`src/rtl/demux1t8_frame_pkg.sv`:
```
// demux1t8_frame_pkg: shared channel count, index width and FSM encoding for the 1-to-8 frame demux
package demux1t8_frame_pkg;
  localparam int N_CH = 8;
  localparam int IDX_W = 3;
  typedef enum logic [1:0] {IDLE = 2'd0, FILL = 2'd1, COMMIT = 2'd2} st_t;
endpackage

```
`src/rtl/demux1t8_frame_shadow_bank.sv`:
```
// demux_shadow_bank: 8 x DATA_W shadow registers; ports clk, rst_n, clr (sync clear), we/idx/din write port, q (all entries flat, entry i at q[i*DATA_W +: DATA_W])
module demux_shadow_bank
  import demux1t8_frame_pkg::*;
#(
  parameter int DATA_W = 8
) (
  input  logic                     clk,
  input  logic                     rst_n,
  input  logic                     clr,
  input  logic                     we,
  input  logic [IDX_W-1:0]         idx,
  input  logic [DATA_W-1:0]        din,
  output logic [N_CH*DATA_W-1:0]   q
);
  always_ff @(posedge clk or negedge rst_n)
    if (!rst_n) q <= '0;
    else if (clr) q <= '0;
    else if (we) q[idx*DATA_W +: DATA_W] <= din;
endmodule

```
`src/rtl/demux1t8_frame.sv`:
```
// demux1t8_frame: byte stream to 8 double-buffered channels; ports clk, rst_n, s_valid/s_ready/s_data/s_last in, clr, o0..o7 committed channels, wr_ptr, frame_done, short_frame, frame_cnt
module demux1t8_frame
  import demux1t8_frame_pkg::*;
#(
  parameter int DATA_W = 8
) (
  input  logic              clk,
  input  logic              rst_n,
  input  logic              s_valid,
  output logic              s_ready,
  input  logic [DATA_W-1:0] s_data,
  input  logic              s_last,
  input  logic              clr,
  output logic [DATA_W-1:0] o0,
  output logic [DATA_W-1:0] o1,
  output logic [DATA_W-1:0] o2,
  output logic [DATA_W-1:0] o3,
  output logic [DATA_W-1:0] o4,
  output logic [DATA_W-1:0] o5,
  output logic [DATA_W-1:0] o6,
  output logic [DATA_W-1:0] o7,
  output logic [IDX_W-1:0]  wr_ptr,
  output logic              frame_done,
  output logic              short_frame,
  output logic [7:0]        frame_cnt
);
  st_t st;
  logic short_q;
  logic accept;
  logic end_frame;
  logic [N_CH*DATA_W-1:0] sh;
  logic [DATA_W-1:0] o [N_CH];
  assign s_ready = rst_n & (st != COMMIT) & ~clr;
  assign accept = s_valid & s_ready;
  assign end_frame = accept & (s_last | (&wr_ptr));
  demux_shadow_bank #(.DATA_W(DATA_W)) u_bank (
    .clk  (clk),
    .rst_n(rst_n),
    .clr  (clr),
    .we   (accept),
    .idx  (wr_ptr),
    .din  (s_data),
    .q    (sh)
  );
  always_ff @(posedge clk or negedge rst_n)
    if (!rst_n) begin
      st <= IDLE;
      wr_ptr <= '0;
      short_q <= 1'b0;
      frame_done <= 1'b0;
      short_frame <= 1'b0;
      frame_cnt <= '0;
      for (int i = 0; i < N_CH; i++) o[i] <= '0;
    end else if (clr) begin
      st <= IDLE;
      wr_ptr <= '0;
      frame_done <= 1'b0;
      short_frame <= 1'b0;
    end else begin
      st <= st == COMMIT ? IDLE : end_frame ? COMMIT : accept ? FILL : st;
      wr_ptr <= end_frame ? '0 : wr_ptr + {{(IDX_W-1){1'b0}}, accept};
      short_q <= end_frame ? (s_last & ~(&wr_ptr)) : short_q;
      frame_done <= st == COMMIT;
      short_frame <= (st == COMMIT) & short_q;
      if (st == COMMIT) begin
        frame_cnt <= frame_cnt + 8'd1;
        for (int i = 0; i < N_CH; i++) o[i] <= sh[i*DATA_W +: DATA_W];
      end
    end
  assign o0 = o[0];
  assign o1 = o[1];
  assign o2 = o[2];
  assign o3 = o[3];
  assign o4 = o[4];
  assign o5 = o[5];
  assign o6 = o[6];
  assign o7 = o[7];
endmodule

```
`config.mk`:
```
export PLATFORM = sky130hd
export DESIGN_NAME = demux1t8_frame
export DESIGN_NICKNAME = d
export VERILOG_FILES = /design/src/rtl/demux1t8_frame_pkg.sv /design/src/rtl/demux1t8_frame_shadow_bank.sv /design/src/rtl/demux1t8_frame.sv
export SDC_FILE = /design/constraint.sdc
export NUM_CORES = 1
export LEC_CHECK = 0
export BUFFER_PORTS_ARGS = -buffer_cell sky130_fd_sc_hd__buf_4
export CAP_MARGIN = 20
export CORE_AREA = 2 2 101 103
export DETAILED_ROUTE_END_ITERATION = 10
export DIE_AREA = 0 0 103 105
export PLACE_DENSITY = 0.85
export SLEW_MARGIN = 20
export SYNTH_ARGS = -nofsm -noshare
export SYNTH_HDL_FRONTEND = slang
export SYNTH_SLANG_ARGS = --single-unit
export TNS_END_PERCENT = 1
```
`constraint.sdc`:
```
create_clock -name clk -period 3.97 [get_ports clk]
set_clock_uncertainty 0.05 [all_clocks]
set_input_delay 0.794 -clock clk [delete_from_list [all_inputs] [get_ports clk]]
set_output_delay 0.794 -clock clk [all_outputs]
set_load 0.05 [all_outputs]
```
# == Word level (Yosys, flattened, before mapping) ==
# Cells that the tools add are included.
# op_classes
n_reduce_logical,5
addsub,3
n_shift,2
bitwise,9
muxes,11
eq_ne,2
# op_table
op,count
$mux W64,2
$bwmux W64,1
$shift A8 B34 Y64 const A,1
$shiftx A8 B34 Y64,1
$neg A6 Y34,1
$add A8 B1 Y8 const B,1
$mux W2,4
$and A1 B1 Y1,6
$mux W3,2
$reduce_and A2 Y1,2
$reduce_bool A4 Y1,1
$add A3 B1 Y3,1
$reduce_and A3 Y1,1
$eq A2 B2 Y1 const B,1
$mux W1,2
$ne A2 B2 Y1 const B,1
$not A1 Y1,2
$reduce_bool A2 Y1,1
$or A1 B1 Y1,1
# word_totals
reg_bits,144
word_cells,47
out_inout_bits,78

# == Logic depth before layout (Yosys ltp) ==
# Gate-level depths: netlist of run 1.
# depth
ltp_word,8
depth_mapped,9

# == Modules after synthesis ==
# Synthesis of run 1 repeated with hierarchy kept, for this count alone.
# unflattened
hier_cells,443
area_unflattened_um2,6108.4
# by_module_without_submodules
module,cells_per_inst,area_per_inst_um2,seq_area_each_um2,n_inst
demux1t8_frame,194,3151.8,2001.9,1
demux_shadow_bank,249,2956.6,1601.5,1

# == Least setup slack after synthesis of run 1 ==
# No wires, ideal clock.
# synth_path
path_type,input to output
startpoint,input port clr
endpoint,output port s_ready
n_path_buf,1
path_slack_ps,1300
required_ps,3126
arrival_ps,1826
stages,3
cell_sequence,buf_2 nand2b_1 nor2_1
# synth_between
elab_chain_len,2
# synth_lines
element,line,source
"start, declared",demux1t8_frame.sv:13,"input logic clr,"
$not A1 Y1 (no line),n/a,
$and A1 B1 Y1,demux1t8_frame.sv:33,assign s_ready = rst_n & (st != COMMIT) & ~clr;
"end, declared",demux1t8_frame.sv:10,"output logic s_ready,"
# Every way passes these cells.

# == Final worst setup path of run 1 ==
# layout_path
startpoint,register wr_ptr[0]
endpoint,register u_bank.q[35]
# layout_between
elab_chain_len,5
elab_cells_between_ends,6
cone_classes,add/sub: 1; shift: 2; mux: 3
# layout_lines
element,line,source
"start, declared",demux1t8_frame.sv:22,"output logic [IDX_W-1:0] wr_ptr,"
"start signal, assigned",demux1t8_frame.sv:61,"wr_ptr <= end_frame ? '0 : wr_ptr + {{(IDX_W-1){1'b0}}, accept};"
$neg A6 Y34 (*),demux1t8_frame_shadow_bank.sv:18,else if (we) q[idx*DATA_W +: DATA_W] <= din;
$shiftx A8 B34 Y64 / $shift A8 B34 Y64 (equally long branches),demux1t8_frame_shadow_bank.sv:18,
$bwmux W64 (*),demux1t8_frame_shadow_bank.sv:18,
$mux W64 (*),demux1t8_frame_shadow_bank.sv:18,
$mux W64 (*),demux1t8_frame_shadow_bank.sv:17,else if (clr) q <= '0;
"end signal, assigned by index",demux1t8_frame_shadow_bank.sv:18,
"end, declared",demux1t8_frame_shadow_bank.sv:13,output logic [N_CH*DATA_W-1:0] q
# Mark *: on every way between the ends. The rest lies on a longest branch, timed or not. The select of a mux whose other input is x is not followed.
# A chain may end at the register's enable or synchronous reset.

==> results of run 1 <==
==> stage by stage <==
step / worst slack [ns] / hold WS [ns] / cell area (µm²) / util (%)
3_3_place_gp: 1.509 / 0.4156 / 6625 / 68.73
3_5_place_dp: 1.439 / 0.4177 / 6625 / 68.73
6_report: 1.345 / 0.08411 / 7303 / 75.77
2_1_floorplan: 1.300 / 0.4223 / 5856 / -
5_1_grt: 1.216 / 0.08502 / 7303 / 75.77
4_1_cts: 1.390 / 0.07858 / 7303 / 75.77
==> cell families after synthesis <==
| family | after synthesis |
|---|---|
| AOI/OAI and AO/OA | 42 |
| xor gates and xnor gates | 8 |
| adders and majority gates | 7 |
| buffers and inverters | 38 |
| DFF | 144 |
| muxes | 92 |
| and+or+nand+nor | 139 |
==> synth_stat cells, drive strengths merged, types with 2 or more instances <==
| master | n | area share, % |
|---|---|---|
| nand3 | 13 | 1.2 |
| inv | 13 | 0.83 |
| nor4b | 2 | 0.30 |
| a31o | 9 | 1.3 |
| a31oi | 2 | 0.21 |
| nand2b | 3 | 0.32 |
| dfrtp | 144 | 62 |
| clkbuf | 7 | 0.45 |
| nor4 | 3 | 0.53 |
| ha | 7 | 1.5 |
| and4 | 2 | 0.30 |
| a21oi | 2 | 0.17 |
| mux2i | 27 | 4.6 |
| xnor2 | 6 | 0.90 |
| and3 | 2 | 0.21 |
| mux2 | 65 | 12 |
| o21ai | 29 | 2.5 |
| and2 | 4 | 0.43 |
| nor2 | 10 | 0.68 |
| nor3 | 10 | 0.85 |
| nand4 | 2 | 0.21 |
| xor2 | 2 | 0.30 |
| buf | 17 | 1.9 |
| nand2 | 80 | 5.1 |
==> sequential cells by signal, indices dropped and copies added (netlist names), 2 cells and up <==
register   flops
frame_cnt      8
o6             8
o1             8
o4             8
o2             8
wr_ptr         3
o0             8
o3             8
u_bank.q      64
o5             8
o7             8
st             2
==> power breakdown <==
group | leakage [nW] | internal (mW) | switching (mW)
registers | 1.99 | 1.50 | 0.0356
logic | 1.42 | 0.0917 | 0.215
clock network | 0.328 | 1.22 | 0.580
total | 3.74 | 2.81 | 0.830
==> routing by layer <==
layer / vias to the layer above / routed length (µm)
li1: 1796 / -
met2: 148 / 6647
met4: 0 / 201
met3: 24 / 804
met5: - / 0
met1: 2089 / 5563
==> layout make-up <==
class	count	area, µm²
clock buffers	23	476.7
clock inverters	9	201.4
fillers	591	2336
inverters	13	48.80
multi-input cells	288	2067
flip-flops and latches	144	3603
well taps	133	166.4
repair buffers	98	739.5
==> worst max-delay path, cell delays in order (launching register included) <==
cell,delay [ns]
dfrtp_1,0.50
inv_1,0.08
ha_1,0.23
ha_1,0.24
or4_1,0.70
or2_0,0.41
a31o_1,0.29
==> path summary, 6_finish.rpt <==
path | to | depth (start not counted) | startpoint
max | u_bank.q[35]$_DFFE_PN0P_ | 6 | wr_ptr[0]$_DFF_PN0_
min | o1[7]$_DFFE_PN0P_ | 1 | rst_n
max reg2reg | u_bank.q[35]$_DFFE_PN0P_ | 6 | wr_ptr[0]$_DFF_PN0_
min reg2reg | frame_cnt[7]$_DFFE_PN0P_ | 1 | frame_cnt[7]$_DFFE_PN0P_
max in group asynchronous | o2[0]$_DFFE_PN0P_ | 2 | rst_n
min in group clk | frame_cnt[7]$_DFFE_PN0P_ | 1 | frame_cnt[7]$_DFFE_PN0P_
==> flow_metrics.env, run 1 <==
export IMPL_fmax_ghz=0.3809
export IMPL_grt_pass1_wl_um=21740
export IMPL_ant_nets=0
export IMPL_first_pass_iters=5
export IMPL_coreArea_mm2=0.009639
export IMPL_viasPerCell=5.730
export IMPL_syn_instance_count=470
export IMPL_grt_overflow_total=0
export IMPL_drc=0
export IMPL_grt_pass1_vias=4103
export IMPL_synth_flop_cell="dfrtp_1"
export IMPL_yosysWarnings=0
export IMPL_antenna_found_initial=0
export IMPL_vias=4057
export IMPL_hold_buffers=0
export IMPL_start_kind="register"
export IMPL_yosys_area_share_simple_pct=11.15
export IMPL_final_cells=708
export IMPL_place_hpwl_um=8417
export IMPL_required_ns=4.33
export IMPL_synthAdderAreaFrac_pct=1.496
export IMPL_ys_ff_latch=144
export IMPL_drtIter0Drc=274
export IMPL_min_path_type="input pin to asynchronous set/reset pin"
export IMPL_cts_setup_buffers=0
export IMPL_synth_top_family_by_area="multiplexers"
export IMPL_grt_max_degree=59
export IMPL_drive_gt1_share_pct=34.61
export IMPL_netlist_area_mm2=0.005856
export IMPL_die_y_um=105
export IMPL_slew_headroom_pct=53.37
export IMPL_synth_compound_area_share_pct=4.209
export IMPL_insertedDiodeCount=0
export IMPL_synth_edf_count=0
export IMPL_p_total_mw=3.640
export IMPL_busiest_layer="met2"
export IMPL_cp_max_fo=9
export IMPL_avgRoutedWirePerCell_um=18.67
export IMPL_synth_xor_area_share_pct=1.197
export IMPL_synth_distinct_cells=39
export IMPL_row_count=36
export IMPL_place_congestion=0.8478
export IMPL_max_clock_path_buffers=2
export IMPL_post_cts_resize_count=0
export IMPL_hold_viol_final=0
export IMPL_use_met2_pct=42.12
export IMPL_met1_usage_pct=35.76
export IMPL_rsz0062_at_grt="false"
export IMPL_mostFrequentLayoutCell="dfrtp_1"
export IMPL_setup_tns_ns=0
export IMPL_mostFrequentLayoutCells="dfrtp_1 (144), buf_4 (97), nand2_1 (80), mux2_2 (65), o21ai_0 (29)"
export IMPL_cts_root_buf="clkbuf_8"
export IMPL_vdd_drop_max_mv=0.4865
export IMPL_grtUsageTotal_pct=26.49
export IMPL_syn_nets=490
export IMPL_cap_violations=0
export IMPL_dp_cells=676
export IMPL_crit_arrival_ns=2.98
export IMPL_die_w_um=103
export IMPL_finalSetupViolations=0
export IMPL_synthArstFlopShare_pct=100.0
export IMPL_clk_pin_slew_worst_paths_ns=0.06
export IMPL_cts_tree="yes"
export IMPL_final_net_count=582
export IMPL_port_buffers=90
export IMPL_power_density_mw_per_mm2=498.4
export IMPL_ctsHtreeMaxLevel=4
export IMPL_met3_usage_pct=7.425
export IMPL_cts_made_buffers=17
export IMPL_status="finished clean"
export IMPL_power_static_leakage_nw=3.739
export IMPL_rrSetupSlack_ns=1.34
export IMPL_clock_latency_ns=0.52
export IMPL_min_period_ns=2.625
export IMPL_pin_count=91
export IMPL_syn_mean_instance_area_um2=12.46
export IMPL_synth_seq_area_share_pct=61.54
export IMPL_syn_to_final_growth_pct=24.72
export IMPL_worstSetupPathType="register to register"
export IMPL_die_area_mm2=0.01082
export IMPL_endpoint_kind="register"
export IMPL_min_period_over_period_pct=66.13
export IMPL_routed_wl_um=13220
export IMPL_slew_violations=0
export IMPL_synth_mux_area_fraction_pct=17.12
export IMPL_clock_sinks=144
export IMPL_start_util_pct=60.75
export IMPL_worst_pin_slew_ns=0.6994
Power figures use the tool's default switching activity.
==> run 2, diff against run 1 <==
Settings changed: ABC_AREA set to 1, CORE_AREA 2 2 101 103 to 2 2 113 115, DIE_AREA 0 0 103 105 to 0 0 115 117, PLACE_DENSITY 0.85 to 0.75.
Clock period 3.97 ns to 2.2 ns, I/O delays scaled along.
==> flow_metrics.env, run 2 <==
export IMPL_port_buffers=90
export IMPL_setup_tns_ns=0
export IMPL_power_frac_clock_pct=50.9
export IMPL_first_pass_iters=5
export IMPL_synth_xor_area_share_pct=0.7144
export IMPL_grt_max_degree=136
export IMPL_synth_compound_area_share_pct=0.3062
export IMPL_ys_ff_latch=144
export IMPL_final_net_count=865
export IMPL_insertedDiodeCount=0
export IMPL_synthArstFlopShare_pct=100.0
export IMPL_pin_count=91
export IMPL_place_hpwl_um=9697
export IMPL_mostFrequentLayoutCells="nand2_1 (388), dfrtp_1 (143), buf_4 (108), nor2_1 (51), nand3_1 (42)"
export IMPL_worstSetupPathType="register to register"
export IMPL_p_sw_share_pct=22.82
export IMPL_yosys_area_share_simple_pct=34.99
export IMPL_grt_pass1_vias=4941
export IMPL_drtIter0Drc=413
export IMPL_mostFrequentLayoutCell="nand2_1"
export IMPL_power_density_mw_per_mm2=867.9
export IMPL_utilization_pct=63.35
export IMPL_drc=0
export IMPL_cap_violations=0
export IMPL_intPower_mw=5.224
export IMPL_hold_viol_final=0
export IMPL_synth_top_family_by_area="simple AND/OR/NAND/NOR gates"
export IMPL_endpoint_kind="register"
export IMPL_die_area_mm2=0.01346
export IMPL_vdd_drop_max_mv=0.5022
export IMPL_syn_to_final_growth_pct=27.25
export IMPL_required_ns=2.46
export IMPL_largest_register="u_bank.q"
export IMPL_die_y_um=117
export IMPL_p_total_mw=6.769
export IMPL_synth_edf_count=0
export IMPL_vias=5133
export IMPL_row_count=41
export IMPL_max_clock_path_buffers=2
export IMPL_switchingPower_mw=1.545
export IMPL_synthAdderAreaFrac_pct=1.429
export IMPL_cp_max_fo=8
export IMPL_syn_nets=759
export IMPL_start_kind="register"
export IMPL_synth_common_cells="nand2_1 (390), dfrtp_1 (144), nor2_1 (51)"
export IMPL_syn_mean_instance_area_um2=8.294
export IMPL_ant_nets=0
export IMPL_cts_tree="yes"
export IMPL_min_period_ns=2.096
export IMPL_routed_wl_um=14490
export IMPL_ctsHtreeMaxLevel=4
export IMPL_min_period_over_period_pct=95.26
export IMPL_antenna_found_initial=0
export IMPL_synthMostInstantiatedCell="nand2_1"
export IMPL_avgRoutedWirePerCell_um=14.38
export IMPL_grt_overflow_total=0
export IMPL_slew_headroom_pct=47.91
export IMPL_pwr_share_comb_pct=8.4
export IMPL_status="finished clean"
export IMPL_fmax_ghz=0.4772
export IMPL_yosysWarnings=0
export IMPL_clock_latency_ns=0.42
export IMPL_synth_mux_area_fraction_pct=0
export IMPL_synth_distinct_cells=25
export IMPL_power_static_leakage_nw=4.392
export IMPL_drive_gt1_share_pct=18.88
export IMPL_viasPerCell=5.092
export IMPL_synth_seq_area_share_pct=58.79
export IMPL_synth_flop_cell="dfrtp_1"
export IMPL_clk_pin_slew_worst_paths_ns=0.06
export IMPL_slew_violations=0
export IMPL_placed_area_mm2=0.007049
export IMPL_grtUsageTotal_pct=23.13
export IMPL_coreArea_mm2=0.01231
export IMPL_die_w_um=115
export IMPL_start_util_pct=49.79
export IMPL_finalSetupViolations=0
export IMPL_worst_pin_slew_ns=0.7814
export IMPL_synth_area_top_cells="dfrtp_1 (59%), nand2_1 (24%), nand3_1 (3.4%), nor2_1 (3.1%), nand4_1 (2.7%)"
export IMPL_synth_top_area_cell="dfrtp_1"
export IMPL_syn_instance_count=739
export IMPL_cts_root_buf="clkbuf_16"
export IMPL_largest_reg_flops=64
export IMPL_min_path_type="input pin to register"
export IMPL_cts_made_buffers=17
export IMPL_grt_pass1_wl_um=24160
export IMPL_clock_sinks=144
export IMPL_stdcell_area_mm2=0.007800
export IMPL_seqPwrFrac_pct=40.7
export IMPL_synth_top_area_share_pct=58.79
export IMPL_crit_arrival_ns=2.35
export IMPL_timing_hold_ws_ns=0.2299
export IMPL_netlist_area_mm2=0.006130
export IMPL_place_congestion=0.9315
-- run 2: cell count changes after synthesis, sizes merged, moves of 25 or more --
| cell | change |
|---|---|
| mux2i | -27 |
| mux2 | -65 |
| nand2 | +316 |
| o21ai | -28 |
| nand4 | +25 |
| nor2 | +46 |
| nand3 | +30 |
-- run 2: metrics by stage --
stage	worst slack, ns	cells
after CTS	0.09734	1005
after global routing	-0.003292	1008
after global placement	0.2038	972
after floorplan	-0.005391	739
final	0.1044	1008
after detailed placement	0.1232	972
-- run 2: kinds of logic (layout without fill, tap and decap cells) --
logic type | after synthesis | count (layout)
buf+inv | 56 | 175
fa+ha+maj | 7 | 7
simple gates | 524 | 524
flops | 144 | 144
xor+xnor | 5 | 5
compound gates | 3 | 3
-- run 2: layer usage --
metal / track usage (%) / wire length [µm] / vias up
li1: - / - / 2524
met1: 32.34 / 6885 / 2430
met2: 36.47 / 6602 / 158
met3: 4.943 / 732 / 21
met4: 7.711 / 270 / 0
met5: 0 / 0 / -
-- run 2: final cells by class --
class	instances	area, µm²
clock inverters	9	225.2
well taps	150	187.7
clock buffers	23	488.0
flip-flops and latches	144	3605
repair buffers	112	872.1
multi-input cells	539	2305
inverters	31	117.6
fillers	1057	4512
-- run 2: power groups by stage --
stage,registers (mW),clock network [mW],logic [mW]
2_1_floorplan,2.94,0,0.190
3_3_place_gp,2.80,0,0.545
3_5_place_dp,2.80,0,0.552
4_1_cts,2.75,3.49,0.557
5_1_grt,2.76,3.59,0.622
6_report,2.75,3.44,0.572
-- run 2: final timing paths --
| check | start | slack, ns | end | cells after the start |
|---|---|---|---|---|
| max in group asynchronous | rst_n | 0.74 | wr_ptr[0]$_DFF_PN0_ | 3 |
| min in group asynchronous | rst_n | 0.35 | o0[1]$_DFFE_PN0P_ | 2 |
| worst min-delay path | s_data[4] | 0.23 | u_bank.q[36]$_DFFE_PN0P_ | 3 |
| worst max-delay path | wr_ptr[0]$_DFF_PN0_ | 0.10 | u_bank.q[58]$_DFFE_PN0P_ | 11 |
| worst max register to register | wr_ptr[0]$_DFF_PN0_ | 0.10 | u_bank.q[58]$_DFFE_PN0P_ | 11 |
| worst min register to register | u_bank.q[35]$_DFFE_PN0P_ | 0.42 | o4[3]$_DFFE_PN0P_ | 2 |
-- run 2: repair_timing --
item | CTS | global route
gates resized for setup | 0 | 3
buffers inserted | 0 | 3
hold endpoints to repair | 9 | 0
setup endpoints to repair | 0 | 18
hold buffers | 1 | 0
-- run 2: worst max-delay path, stage by stage, from the launching register on --
cell,delay (ns)
dfrtp_2,0.44
clkinv_2,0.08
ha_1,0.22
ha_1,0.21
clkinv_1,0.07
nand2_1,0.07
nor2_1,0.19
nand2_1,0.22
nand2_1,0.12
nand2_2,0.13
nand2_1,0.10
nand2_1,0.07
==> run 3, diff against run 2 <==
Settings changed: ABC_AREA 1 to unset, CORE_AREA 2 2 113 115 to 2 2 111 113, DIE_AREA 0 0 115 117 to 0 0 113 115.
==> flow_metrics.env, run 3 (same netlist as run 1, synthesis figures left out) <==
export IMPL_cts_root_buf="clkbuf_16"
export IMPL_mostFrequentLayoutCell="dfrtp_1"
export IMPL_post_place_ws_ns=0.08057
export IMPL_pin_count=91
export IMPL_cts_made_buffers=17
export IMPL_row_count=40
export IMPL_die_area_mm2=0.01300
export IMPL_place_congestion=0.8924
export IMPL_timing_hold_ws_ns=0.07913
export IMPL_setup_tns_ns=0
export IMPL_die_w_um=113
export IMPL_clock_latency_ns=0.43
export IMPL_fmax_ghz=0.4751
export IMPL_first_pass_iters=8
export IMPL_timing_rr_start="wr_ptr[1]$_DFF_PN0_"
export IMPL_grt_pass1_wl_um=21040
export IMPL_worst_pin_slew_ns=0.7141
export IMPL_place_hpwl_um=8669
export IMPL_status="finished with violations"
export IMPL_grt_pass1_vias=4090
export IMPL_intPower_mw=4.513
export IMPL_largest_reg_flops=64
export IMPL_coreArea_mm2=0.01181
export IMPL_drc=5
export IMPL_start_util_pct=49.58
export IMPL_final_cells=730
export IMPL_routed_wl_um=12730
export IMPL_ctsHtreeMaxLevel=4
export IMPL_vias=3872
export IMPL_power_frac_clock_pct=45.0
export IMPL_final_net_count=590
export IMPL_clock_sinks=144
export IMPL_rsz0062_at_grt="false"
export IMPL_viasPerCell=5.304
export IMPL_ant_nets=0
export IMPL_finalWorstSetupSlack_ns=0.09502
export IMPL_required_ns=2.47
export IMPL_r2r_cells=6
export IMPL_slew_violations=0
export IMPL_antenna_found_initial=0
export IMPL_path_cells="inv_2, ha_4, ha_4, or4_4, or2_0, a31o_1"
export IMPL_clk_pin_slew_worst_paths_ns=0.06
export IMPL_drtIter0Drc=249
export IMPL_path_common_cell="ha_4"
export IMPL_cpPeakStageDelay_ns=0.48
export IMPL_cts_tree="yes"
export IMPL_start_kind="register"
export IMPL_endpoint_kind="register"
export IMPL_crit_arrival_ns=2.38
export IMPL_die_y_um=115
export IMPL_slew_headroom_pct=52.39
export IMPL_dp_cells=698
export IMPL_worstSetupPathType="register to register"
export IMPL_grt_max_degree=59
export IMPL_slowest_stage="or4_4"
export IMPL_hold_viol_final=0
export IMPL_finalSetupViolations=0
export IMPL_syn_to_final_growth_pct=25.90
export IMPL_power_static_leakage_nw=3.743
export IMPL_power_density_mw_per_mm2=825.3
export IMPL_hold_buffers=0
export IMPL_largest_register="u_bank.q"
export IMPL_seqPwrFrac_pct=45.6
export IMPL_grt_overflow_total=0
export IMPL_avgRoutedWirePerCell_um=17.44
export IMPL_min_path_type="input pin to asynchronous set/reset pin"
export IMPL_insertedDiodeCount=0
export IMPL_min_period_over_period_pct=95.68
export IMPL_p_total_mw=6.084
export IMPL_failed_checks="DRC"
export IMPL_pwr_share_comb_pct=9.4
export IMPL_drive_gt1_share_pct=37.39
export IMPL_mostFrequentLayoutCells="dfrtp_1 (141), buf_4 (100), nand2_1 (80), mux2_2 (65), o21ai_0 (29)"
export IMPL_max_clock_path_buffers=2
export IMPL_grtUsageTotal_pct=21.07
export IMPL_r2r_end="u_bank.q[32]$_DFFE_PN0P_"
export IMPL_rrSetupSlack_ns=0.1
export IMPL_cp_max_fo=8
export IMPL_port_buffers=90
export IMPL_cap_violations=0
export IMPL_switchingPower_mw=1.571
export IMPL_vdd_drop_max_mv=0.4412
export IMPL_min_period_ns=2.105
export IMPL_p_sw_share_pct=25.82
## run 3: cell count changes in the layout (fill, tap and decap cells not counted), sizes merged, moves of 27 or more
cell / before / now
o21ai: 1 / 29
nand2: 396 / 80
nor2: 56 / 10
mux2i: 0 / 27
nand3: 43 / 13
mux2: 0 / 65
## run 3: timing repair
item | 4_1_cts | 5_1_grt
endpoints found under the setup margin | 0 | 2
gates resized for setup | 0 | 2
buffers inserted | 0 | 0
## run 3: area by class of cell
class	count	area, µm²
fillers	920	4439
flip-flops and latches	144	3607
multi-input cells	288	2102
repair buffers	106	862.1
clock buffers	21	460.4
well taps	147	183.9
clock inverters	11	107.6
inverters	13	48.80
## run 3: critical path, delay by kind of cell (launching register included)
| kind | cells | cell delay [ns] |
|---|---|---|
| AND/OR/NAND/NOR | 2 | 0.87 |
| AO/OA/AOI/OAI | 1 | 0.28 |
| adder cells (fa/ha/maj) | 2 | 0.34 |
| flip-flops | 1 | 0.42 |
| buffers and inverters | 1 | 0.06 |
## run 3: worst max-delay path by stage
stage	cells after the start	from	end
3_5_place_dp	6	wr_ptr[1]$_DFF_PN0_	u_bank.q[32]$_DFFE_PN0P_
4_1_cts	3	st[1]$_DFFE_PN0P_	s_ready
6_report	6	wr_ptr[1]$_DFF_PN0_	u_bank.q[32]$_DFFE_PN0P_
3_3_place_gp	5	wr_ptr[1]$_DFF_PN0_	u_bank.q[32]$_DFFE_PN0P_
5_1_grt	8	wr_ptr[1]$_DFF_PN0_	u_bank.q[2]$_DFFE_PN0P_
2_1_floorplan	8	wr_ptr[0]$_DFF_PN0_	u_bank.q[32]$_DFFE_PN0P_
## run 3: power groups by stage
stage	combinational, mW	clock, mW	sequential, mW
final	0.571	2.74	2.77
after global routing	0.611	2.90	2.78
after CTS	0.578	2.79	2.77
after detailed placement	0.574	0	2.82
after global placement	0.560	0	2.82
after floorplan	0.168	0	2.98
## run 3: routing by layer
metal  share of wire, %  wire length, µm  vias to the layer above  track usage (%)
li1                   -                -                     1810                -
met4                1.6              199                        0            8.699
met5                  0                0                        -                0
met2                 50             6353                      101            35.29
met1                 43             5467                     1941            26.21
met3                5.6              709                       20            5.588
## run 3: stage by stage
stage          instance area (µm²)  utilization (%)
2_1_floorplan                 5894                -
3_3_place_gp                  6798            57.55
3_5_place_dp                  6798            57.55
4_1_cts                       7366            62.36
5_1_grt                       7372            62.42
6_report                      7372            62.42
